## src/rtl/cpu_bcd_store.sv

```systemverilog
// CHIP-8 FX33 sequencer: latches VX and I, converts VX to BCD and writes the
// hundreds, tens and ones digits to I, I+1 and I+2 over a wr_en/ack handshake.

module cpu_bcd (
  input  logic [7:0] bin,
  output logic [3:0] hundreds,
  output logic [3:0] tens,
  output logic [3:0] ones
);
  logic [19:0] sr;

  // Double-dabble: add 3 to any digit >= 5 before each shift.
  always_comb begin
    sr = {12'd0, bin};
    for (int i = 0; i < 8; i++) begin
      if (sr[11:8] >= 4'd5)  sr[11:8]  = sr[11:8]  + 4'd3;
      if (sr[15:12] >= 4'd5) sr[15:12] = sr[15:12] + 4'd3;
      if (sr[19:16] >= 4'd5) sr[19:16] = sr[19:16] + 4'd3;
      sr = sr << 1;
    end
  end

  assign hundreds = sr[19:16];
  assign tens     = sr[15:12];
  assign ones     = sr[11:8];
endmodule

module cpu_bcd_store #(
  parameter int unsigned ADDR_WIDTH = 12
) (
  input  logic                  clk,
  input  logic                  rst_n,
  input  logic                  start,
  input  logic [7:0]            value,
  input  logic [ADDR_WIDTH-1:0] base_addr,
  output logic                  busy,
  output logic                  done,
  output logic                  mem_wr_en,
  output logic [ADDR_WIDTH-1:0] mem_addr,
  output logic [7:0]            mem_wr_data,
  input  logic                  mem_wr_ack
);
  typedef enum logic [2:0] {StIdle, StWrHundreds, StWrTens, StWrOnes, StDone} state_e;

  state_e                state_q;
  logic [7:0]            val_q;
  logic [ADDR_WIDTH-1:0] addr_q;
  logic [3:0]            hundreds, tens, ones;

  cpu_bcd u_bcd (
    .bin      (val_q),
    .hundreds (hundreds),
    .tens     (tens),
    .ones     (ones)
  );

  always_ff @(posedge clk or negedge rst_n) begin
    if (!rst_n) begin
      state_q   <= StIdle;
      val_q     <= 8'd0;
      addr_q    <= '0;
      busy      <= 1'b0;
      done      <= 1'b0;
      mem_wr_en <= 1'b0;
    end else begin
      case (state_q)
        StIdle: begin
          if (start) begin
            val_q     <= value;
            addr_q    <= base_addr;
            busy      <= 1'b1;
            mem_wr_en <= 1'b1;
            state_q   <= StWrHundreds;
          end
        end
        StWrHundreds: if (mem_wr_ack) state_q <= StWrTens;
        StWrTens:     if (mem_wr_ack) state_q <= StWrOnes;
        StWrOnes: begin
          if (mem_wr_ack) begin
            mem_wr_en <= 1'b0;
            done      <= 1'b1;
            state_q   <= StDone;
          end
        end
        StDone: begin
          done    <= 1'b0;
          busy    <= 1'b0;
          state_q <= StIdle;
        end
        default: begin
          busy      <= 1'b0;
          done      <= 1'b0;
          mem_wr_en <= 1'b0;
          state_q   <= StIdle;
        end
      endcase
    end
  end

  // Address and data are decoded from registered state only; zero when not writing.
  always_comb begin
    mem_addr    = '0;
    mem_wr_data = 8'd0;
    case (state_q)
      StWrHundreds: begin
        mem_addr    = addr_q;
        mem_wr_data = {4'd0, hundreds};
      end
      StWrTens: begin
        mem_addr    = addr_q + ADDR_WIDTH'(1);
        mem_wr_data = {4'd0, tens};
      end
      StWrOnes: begin
        mem_addr    = addr_q + ADDR_WIDTH'(2);
        mem_wr_data = {4'd0, ones};
      end
      default: ;
    endcase
  end
endmodule
```

## config.mk

```make
export PLATFORM = sky130hd
export DESIGN_NAME = cpu_bcd_store
export DESIGN_NICKNAME = d
export VERILOG_FILES = /design/src/rtl/cpu_bcd_store.sv
export SDC_FILE = /design/constraint.sdc
export NUM_CORES = 1
export LEC_CHECK = 0
export CAP_MARGIN = 20
export CORE_ASPECT_RATIO = 0.5
export CORE_MARGIN = 2
export CORE_UTILIZATION = 25
export CTS_CLUSTER_DIAMETER = 120
export DETAILED_ROUTE_END_ITERATION = 7
export PLACE_DENSITY_LB_ADDON = 0.08
export RECOVER_POWER = 100
export SETUP_SLACK_MARGIN = 0.1
export SKIP_CTS_REPAIR_TIMING = 1
export SLEW_MARGIN = 20
export SYNTH_ARGS = -nofsm -noshare
export SYNTH_HDL_FRONTEND = slang
export SYNTH_SLANG_ARGS = --single-unit
export TNS_END_PERCENT = 10
```

## constraint.sdc

```tcl
create_clock -name clk -period 16 [get_ports clk]
set_clock_uncertainty 0.2 [all_clocks]
set_input_delay 2.4 -clock clk [delete_from_list [all_inputs] [get_ports clk]]
set_output_delay 2.4 -clock clk [all_outputs]
set_load 0.01 [all_outputs]
```

==> metrics.md, run 1 <==
| Metric | Value |
|---|---|
| Status | complete, but fails checks |
| Failing checks | max-capacitance violations, max-slew violations |
| Hold Crit Class | reg -> reg |
| Mapped Avg Cell Area | 8.44 µm² |
| YS warnings | 0 |
| Pin count of the biggest net entering global routing | 27 |
| Core Rows | 26 |
| Core ar. | 10100 µm² |
| Final Slew Violations | 54 |
| Routed vias/inst | 4.96 |
| Clock transition at path regs | 0.08 ns |
| CP Data Required Time | 13.40 ns |
| Die area | 11100 µm² |
| Clk root buf | clkbuf_16 |
| Synth Flop Type | dfrtp_1 |
| FMAX | 108 MHz |
| Period Utilization, post-route | 0.577 |
| Area of the multi-input gates | 1740 µm² |
| Diodes inserted | 0 |
| Die height | 75.5 µm |
| Crit. End Element | output pin |
| Hold_ws | 0.285 ns |
| Seq. cell area | 651 µm² |
| Routability cong. | 0.797 |
| Fill cells | 1077 |
| Final setup fails | 0 |
| Drt total wl | 6880 µm |
| R2R setup slack | 13.07 ns |
| Relative slew margins | -0.0261 |
| Placed Cells | 471 |
| Hold Vio Cnt, Final | 0 |
| Most numerous cell in the Yosys netlist | nand2_1 |
| Setup TNS | 0 ns |
| Dpl hpwl | 5150 µm |
| Async set or reset register ratio after synthesis | 1.00 |
| # IOs | 47 |
| Vias | 2357 |
| Grt ovf | 0 |
| Initial antenna violation count | 0 |
| Finished Core Util | 0.310 |
| Drt first pass iters | 4 |
| Synth top area cells | dfrtp_1 25%, mux2_2 8.4%, ha_1 6.4%, nand2_1 4.3%, o21ai_0 3.7% |
| Max-Cap Viols | 2 |
| Hold Path Origin | busy |
| Final cell count without fillers | 475 |
| Syn Inst Count | 303 |
| RSZ-0062 raised after global routing | false |
| Critical Path Source Type | register |
| Reg2reg start | state_q[1] |
| Vias in the first global route | 2356 |
| Worst Setup Path Type | reg -> out |
| Synth Register Bits | 26 |
| Routed Antenna Nets | 0 |
| Die W | 147 µm |
| Clk sinks | 26 |
| Worst slew pin tran | 1.54 ns |
| Initial Utilization | 0.254 |
| Total GRT Usage | 0.127 |
| Yosys top cell area share | 0.254 |
| Area delta synth->final | 22.3% |
| H-tree depth | 1 |
| CTS tree | built |
| Worst Path Max Fanout | 8 |
| Worst Setup SP | val_q[5] |
| Min Tclk post-route | 9.23 ns |
| DRC Markers | 0 |
| TritonCTS Buffers | 3 |
| Global-route wire length before repair | 11600 µm |
| Area leader, netlist | dfrtp_1 |
| Starting DRT DRC Count | 133 |
| NumNets Final | 373 |
| WL/cell | 14.5 µm |
| Sequential area share after synthesis | 0.254 |
| Skew-Pair Late Insertion Delay | 0.27 ns |
| WP data arrival | 6.63 ns |
| Post-synth top cells | 29 x nand2_1, 26 x dfrtp_1, 20 x nor2_1 |
| Post-synthesis cell area | 2560 µm² |
| PortBufs | 42 |
| Synth unique cells | 72 |
| Post-synth EDFFs | 0 |
| Ratio of cells with drive above 1 in the final layout | 0.116 |
| Clk buf depth | 2 |
[worst max-delay path, stage by stage (launching register included)]
cell and delay, ns:
dfrtp_1 0.39, inv_1 0.12, ha_1 0.21, inv_1 0.06, ha_1 0.28, a21oi_1 0.10, xnor2_1 0.51, ha_1 0.38
nor2b_1 0.30, a211oi_2 0.09, o2111ai_1 0.56, ha_1 0.30, nor2b_1 0.22, a21oi_1 0.08, mux2i_1 0.34, ha_1 0.22
inv_1 0.04, ha_1 0.20, a21oi_1 0.24, xor2_1 0.37, inv_2 0.09, ha_1 0.23, nor2_1 0.13, a211oi_2 0.08
a21oi_1 0.13, o21bai_1 0.08, dlygate4sd3_1 0.61
[state kept, by name, indices dropped and copies added, names as in the netlist]
| register | count |
|---|---|
| done | 1 |
| mem_wr_en | 1 |
| state_q | 3 |
| val_q | 8 |
| addr_q | 12 |
| busy | 1 |
[cell type report]
cell class	instances	area share
clock buffers	4	0.0284
multi-input cells	249	0.557
repair buffers	43	0.135
well taps	140	0.0560
inverters	13	0.0156
flip-flops and latches	26	0.208
[routing by layer]
layer,track usage,share of wire,vias up
met5,0,0,-
met1,0.173,0.51,1124
li1,-,-,1181
met2,0.221,0.45,47
met4,0.0246,0.0089,0
met3,0.0186,0.032,5
[final timing paths]
kind / cells after the start / to
min in group asynchronous: 2 / mem_wr_en
hold / removal: 1 / busy
setup reg to reg: 3 / addr_q[9]
max in group asynchronous: 2 / addr_q[11]
hold reg to reg: 1 / busy
setup / recovery: 26 / mem_wr_data[1]
[cell families (layout without fill, tap and decap cells)]
kind of cell	after synthesis	count (layout)	synth area share
DFF	26	26	0.254
AOI/OAI and AO/OA	89	89	0.257
and+or+nand+nor	107	107	0.210
xor gates and xnor gates	7	7	0.0298
other	1	4	0.00147
muxes	29	29	0.130
adders and majority gates	13	13	0.0636
buffers and inverters	31	60	0.0543
[per-stage QoR]
| stage | area (µm²) | worst slack, ns |
|---|---|---|
| finish | 3130 | 6.77 |
| global route | 3130 | 6.18 |
| CTS | 3170 | 7.29 |
| detailed placement | 3080 | 7.61 |
| global placement | 3080 | 7.74 |
| floorplan | 2570 | 8.63 |
[cell usage in the layout, fill, tap and decap left out, types with 3 or more instances in the layout]
cell type / count
conb_1: 4
clkdlybuf4s50_1: 23
nor2b_1: 7
mux2_2: 19
ha_1: 13
or3_1: 3
nor3_1: 6
a31oi_1: 5
a22oi_1: 3
a21o_1: 3
inv_1: 11
mux2i_1: 9
o22ai_1: 4
o32ai_1: 3
xor2_1: 4
nand3_1: 12
dlygate4sd3_1: 19
clkbuf_16: 3
nand2b_1: 5
nor2_2: 3
nor2_1: 20
a21oi_1: 17
nand2_1: 29
nor3b_1: 3
dfrtp_1: 26
o21ai_0: 19
and3_1: 3
Power of run 1 is left out: the tool's default activity adds up to more than one toggle a clock period on the data nets, which glitch-free logic cannot reach.
==> inputs of run 2 (changes only) <==
==> constraint.sdc (replaced) <==
create_clock -name clk -period 8.4 [get_ports clk]
set_clock_uncertainty 0.2 [all_clocks]
set_input_delay 1.26 -clock clk [delete_from_list [all_inputs] [get_ports clk]]
set_output_delay 1.26 -clock clk [all_outputs]
set_load 0.01 [all_outputs]
==> metrics.md, run 2 (synthesis results as in run 1) <==
| Metric | Value |
|---|---|
| Worst Path Max Fanout | 8 |
| Area delta synth->final | 22.9% |
| H-tree depth | 1 |
| Min Tclk post-route | 7.63 ns |
| Initial Utilization | 0.254 |
| RSZ-0062 raised after global routing | false |
| Top Registers | addr_q x12, val_q x8, state_q x3 |
| Grt ovf | 0 |
| Status | complete, but fails checks |
| Drt first pass iters | 4 |
| WL met2 | 3010 µm |
| Global-route wire length before repair | 11200 µm |
| Die height | 75.5 µm |
| Setup TNS | 0 ns |
| WL/cell | 14.1 µm |
| Drt total wl | 6700 µm |
| Final Slew Violations | 54 |
| PortBufs | 42 |
| Clk root buf | clkbuf_16 |
| Diodes inserted | 0 |
| Critical Path Source Type | register |
| Dpl hpwl | 5050 µm |
| Crit. End Element | output pin |
| Starting DRT DRC Count | 90 |
| Most flops, register | addr_q |
| Met3 wire len | 128 µm |
| Top sig layer | met4 |
| Hold Vio Cnt, Final | 0 |
| Failing checks | max-capacitance violations, max-slew violations |
| Clock transition at path regs | 0.07 ns |
| Most common cell after layout, fill and taps aside | nand2_1 |
| Most frequent cells in the layout | 29 x nand2_1, 26 x dfrtp_1, 23 x clkdlybuf4s50_1, 21 x nor2_1 |
| FMAX | 131 MHz |
| Final setup fails | 0 |
| Die area | 11100 µm² |
| Routed Antenna Nets | 0 |
| CP Data Required Time | 6.94 ns |
| DRC Markers | 0 |
| Total GRT Usage | 0.123 |
| Routability cong. | 0.797 |
| Clk buf depth | 2 |
| Pin count of the biggest net entering global routing | 27 |
| Ratio of cells with drive above 1 in the final layout | 0.117 |
| Largest register FFs | 12 |
| Relative slew margins | -0.0394 |
| Period Utilization, post-route | 0.909 |
| Worst slew pin tran | 1.56 ns |
| Pre-CTS setup slack | 1.13 ns |
| Met1 WL | 3470 µm |
| Core Rows | 26 |
| CTS tree | built |
| Initial antenna violation count | 0 |
| Vias in the first global route | 2289 |
| Vias | 2309 |
| Max-Cap Viols | 2 |
| # IOs | 47 |
| TritonCTS Buffers | 3 |
| Clk sinks | 26 |
| Hold Crit Class | reg -> reg |
| Worst Setup Path Type | reg -> out |
| NumNets Final | 373 |
| Setup ws final | 0.765 ns |
| Core ar. | 10100 µm² |
| Routed vias/inst | 4.87 |
| Die W | 147 µm |
| Skew-Pair Late Insertion Delay | 0.26 ns |
| WP data arrival | 6.17 ns |
run 2: layout make-up:
type,count,area (µm²)
fillers,1071,6940
multi-input cells,249,1770
flip-flops and latches,26,651
repair buffers,43,424
well taps,140,175
clock buffers,3,75.1
inverters,13,48.8
run 2: stage by stage:
stage,util,cells,hold slack (ns),instance area [µm²]
finish,0.312,474,0.285,3140
global placement,0.306,471,0.267,3080
CTS,0.313,474,0.297,3160
floorplan,-,306,0.282,2570
global route,0.312,474,0.311,3140
detailed placement,0.306,471,0.279,3080
run 2: layer usage:
layer  GRT usage  vias up
met5           0        -
met4      0.0278        0
met3      0.0168        7
met2       0.222       33
met1       0.161     1090
li1            -     1179
run 2: worst max-delay path: stages, from the launching register on:
cell and delay (ns):
dfrtp_1 0.38, inv_1 0.11, ha_1 0.21, inv_1 0.06, ha_1 0.27, a21oi_1 0.11, xnor2_1 0.50, ha_1 0.38
nor2b_1 0.29, a211oi_2 0.10, o2111ai_4 0.34, ha_1 0.24, nor2b_1 0.22, a21oi_1 0.11, mux2i_4 0.21, ha_1 0.18
inv_1 0.04, ha_1 0.20, a21oi_1 0.24, xor2_1 0.37, inv_2 0.09, ha_1 0.23, nor2_1 0.13, a211oi_2 0.08
a21oi_1 0.13, o21bai_1 0.07, dlygate4sd3_1 0.61
run 2: path summary, 6_finish.rpt:
check / cells after the start / slack, ns / startpoint / to
worst min-delay path: 1 / 0.29 / done / done
max in group asynchronous: 2 / 5.41 / rst_n / val_q[0]
min in group asynchronous: 2 / 1.70 / rst_n / addr_q[1]
worst max-delay path: 26 / 0.77 / val_q[5] / mem_wr_data[1]
worst max register to register: 3 / 5.47 / state_q[1] / val_q[0]
worst min register to register: 1 / 0.29 / done / done
Power of run 2 is left out for the same reason.
==> inputs of run 3 (changes only) <==
--- a/config.mk
+++ b/config.mk
@@ -6,7 +6,6 @@
 export NUM_CORES = 1
 export LEC_CHECK = 0
 export CAP_MARGIN = 20
-export CORE_ASPECT_RATIO = 0.5
 export CORE_MARGIN = 2
 export CORE_UTILIZATION = 25
 export CTS_CLUSTER_DIAMETER = 120
==> metrics.md, run 3 (synthesis results as in run 1) <==
| Metric | Value |
|---|---|
| Status | complete, but fails checks |
| Failing checks | max-capacitance violations, max-slew violations |
| Skew-Pair Late Insertion Delay | 0.29 ns |
| Drt first pass iters | 5 |
| Hold Path Origin | busy |
| Relative slew margins | -0.0336 |
| Setup TNS | 0 ns |
| Critical Path Source Type | register |
| Die W | 105 µm |
| CP endpoint | mem_wr_data[2] |
| Most common cell after layout, fill and taps aside | nand2_1 |
| PortBufs | 42 |
| Min Tclk post-route | 7.64 ns |
| Vias in the first global route | 2443 |
| CTS tree | built |
| Clock transition at path regs | 0.11 ns |
| Worst R2R Path Depth | 4 |
| Hold Vio Cnt, Final | 0 |
| NumNets Final | 374 |
| Worst slew pin tran | 1.55 ns |
| Die area | 11100 µm² |
| CP Data Required Time | 6.94 ns |
| Placed cell area | 3080 µm² |
| Routed vias/inst | 4.98 |
| R2R setup slack | 5.35 ns |
| DRC Markers | 0 |
| Top Registers | addr_q x12, val_q x8, state_q x3 |
| Grt ovf | 0 |
| Pre-CTS setup slack | 1.04 ns |
| Setup ws final | 0.756 ns |
| Reg2reg start | state_q[1] |
| TritonCTS Buffers | 3 |
| Max-Cap Viols | 1 |
| Starting DRT DRC Count | 52 |
| Diodes inserted | 0 |
| Hold Crit Class | reg -> reg |
| Routability cong. | 0.776 |
| Initial antenna violation count | 0 |
| Top sig layer | met4 |
| WL/cell | 15.1 µm |
| Pin count of the biggest net entering global routing | 27 |
| Ratio of cells with drive above 1 in the final layout | 0.125 |
| WP data arrival | 6.18 ns |
| Clk buf depth | 2 |
| Finished Core Util | 0.319 |
| Final setup fails | 0 |
| Met3 wire len | 196 µm |
| RSZ-0062 raised after global routing | false |
| Final Slew Violations | 27 |
| Largest register FFs | 12 |
| Fill cells | 1059 |
| Worst Path Max Fanout | 8 |
| Core ar. | 9860 µm² |
| Met1 WL | 3380 µm |
| Most frequent cells in the layout | 29 x nand2_1, 26 x dfrtp_1, 24 x clkdlybuf4s50_1, 20 x nor2_1 |
| Global-route wire length before repair | 12400 µm |
| Routed Antenna Nets | 0 |
| Initial Utilization | 0.259 |
| H-tree depth | 1 |
| Clk sinks | 26 |
| Clk root buf | clkbuf_8 |
| Drt total wl | 7100 µm |
| Vias | 2334 |
| Worst Setup SP | val_q[5] |
| Period Utilization, post-route | 0.910 |
| Most flops, register | addr_q |
| Die height | 105 µm |
| R2r endpoint | val_q[1] |
| Total GRT Usage | 0.138 |
| Dpl hpwl | 5310 µm |
| WL met2 | 3470 µm |
| Area delta synth->final | 22.9% |
| Worst Setup Path Type | reg -> out |
| Cell area after layout | 3150 µm² |
| FMAX | 131 MHz |
| Core Rows | 36 |
| # IOs | 47 |
| Crit. End Element | output pin |
[run 3: cell type report]
| type | instances | area (µm²) | area share |
|---|---|---|---|
| multi-input combinational | 249 | 1780 | 0.566 |
| sequential | 26 | 651 | 0.207 |
| clock inverter | 1 | 30.0 | 0.00955 |
| inverter | 13 | 48.8 | 0.0155 |
| tap | 133 | 166 | 0.0529 |
| clock buffer | 3 | 41.3 | 0.0131 |
| timing repair buffer | 44 | 428 | 0.136 |
[run 3: how the worst min path moves through the flow]
stage                           to  cells after the start  slack [ns]
after detailed placement      busy                      1        0.28
after CTS                     busy                      1        0.31
final                         busy                      1        0.30
after global placement        busy                      1        0.27
after floorplan           val_q[0]                      1        0.28
after global routing          busy                      1        0.33
[run 3: critical path: stages, from the launching register on]
cell,delay [ns]
dfrtp_1,0.42
inv_1,0.16
ha_1,0.17
inv_1,0.04
ha_1,0.25
a21oi_1,0.28
xnor2_2,0.18
ha_1,0.29
nor2b_1,0.20
or4_1,0.53
o2111ai_4,0.17
ha_1,0.25
nor2b_1,0.28
a21oi_1,0.11
mux2i_4,0.21
ha_1,0.18
inv_1,0.04
ha_1,0.20
a21oi_1,0.26
xor2_1,0.38
inv_2,0.11
ha_1,0.29
o21ai_1,0.06
o32ai_1,0.24
clkdlybuf4s50_1,0.59
[run 3: per-stage QoR]
step / std cells / hold WS (ns)
after floorplan: 306 / 0.282
after global placement: 465 / 0.272
after detailed placement: 465 / 0.279
after CTS: 469 / 0.306
after global routing: 469 / 0.333
final: 469 / 0.297
[run 3: routing by layer]
metal	vias up	track usage
li1	1175	-
met1	1117	0.178
met2	38	0.244
met3	4	0.0218
met4	0	0.0219
met5	-	0
Power of run 3 is left out for the same reason.
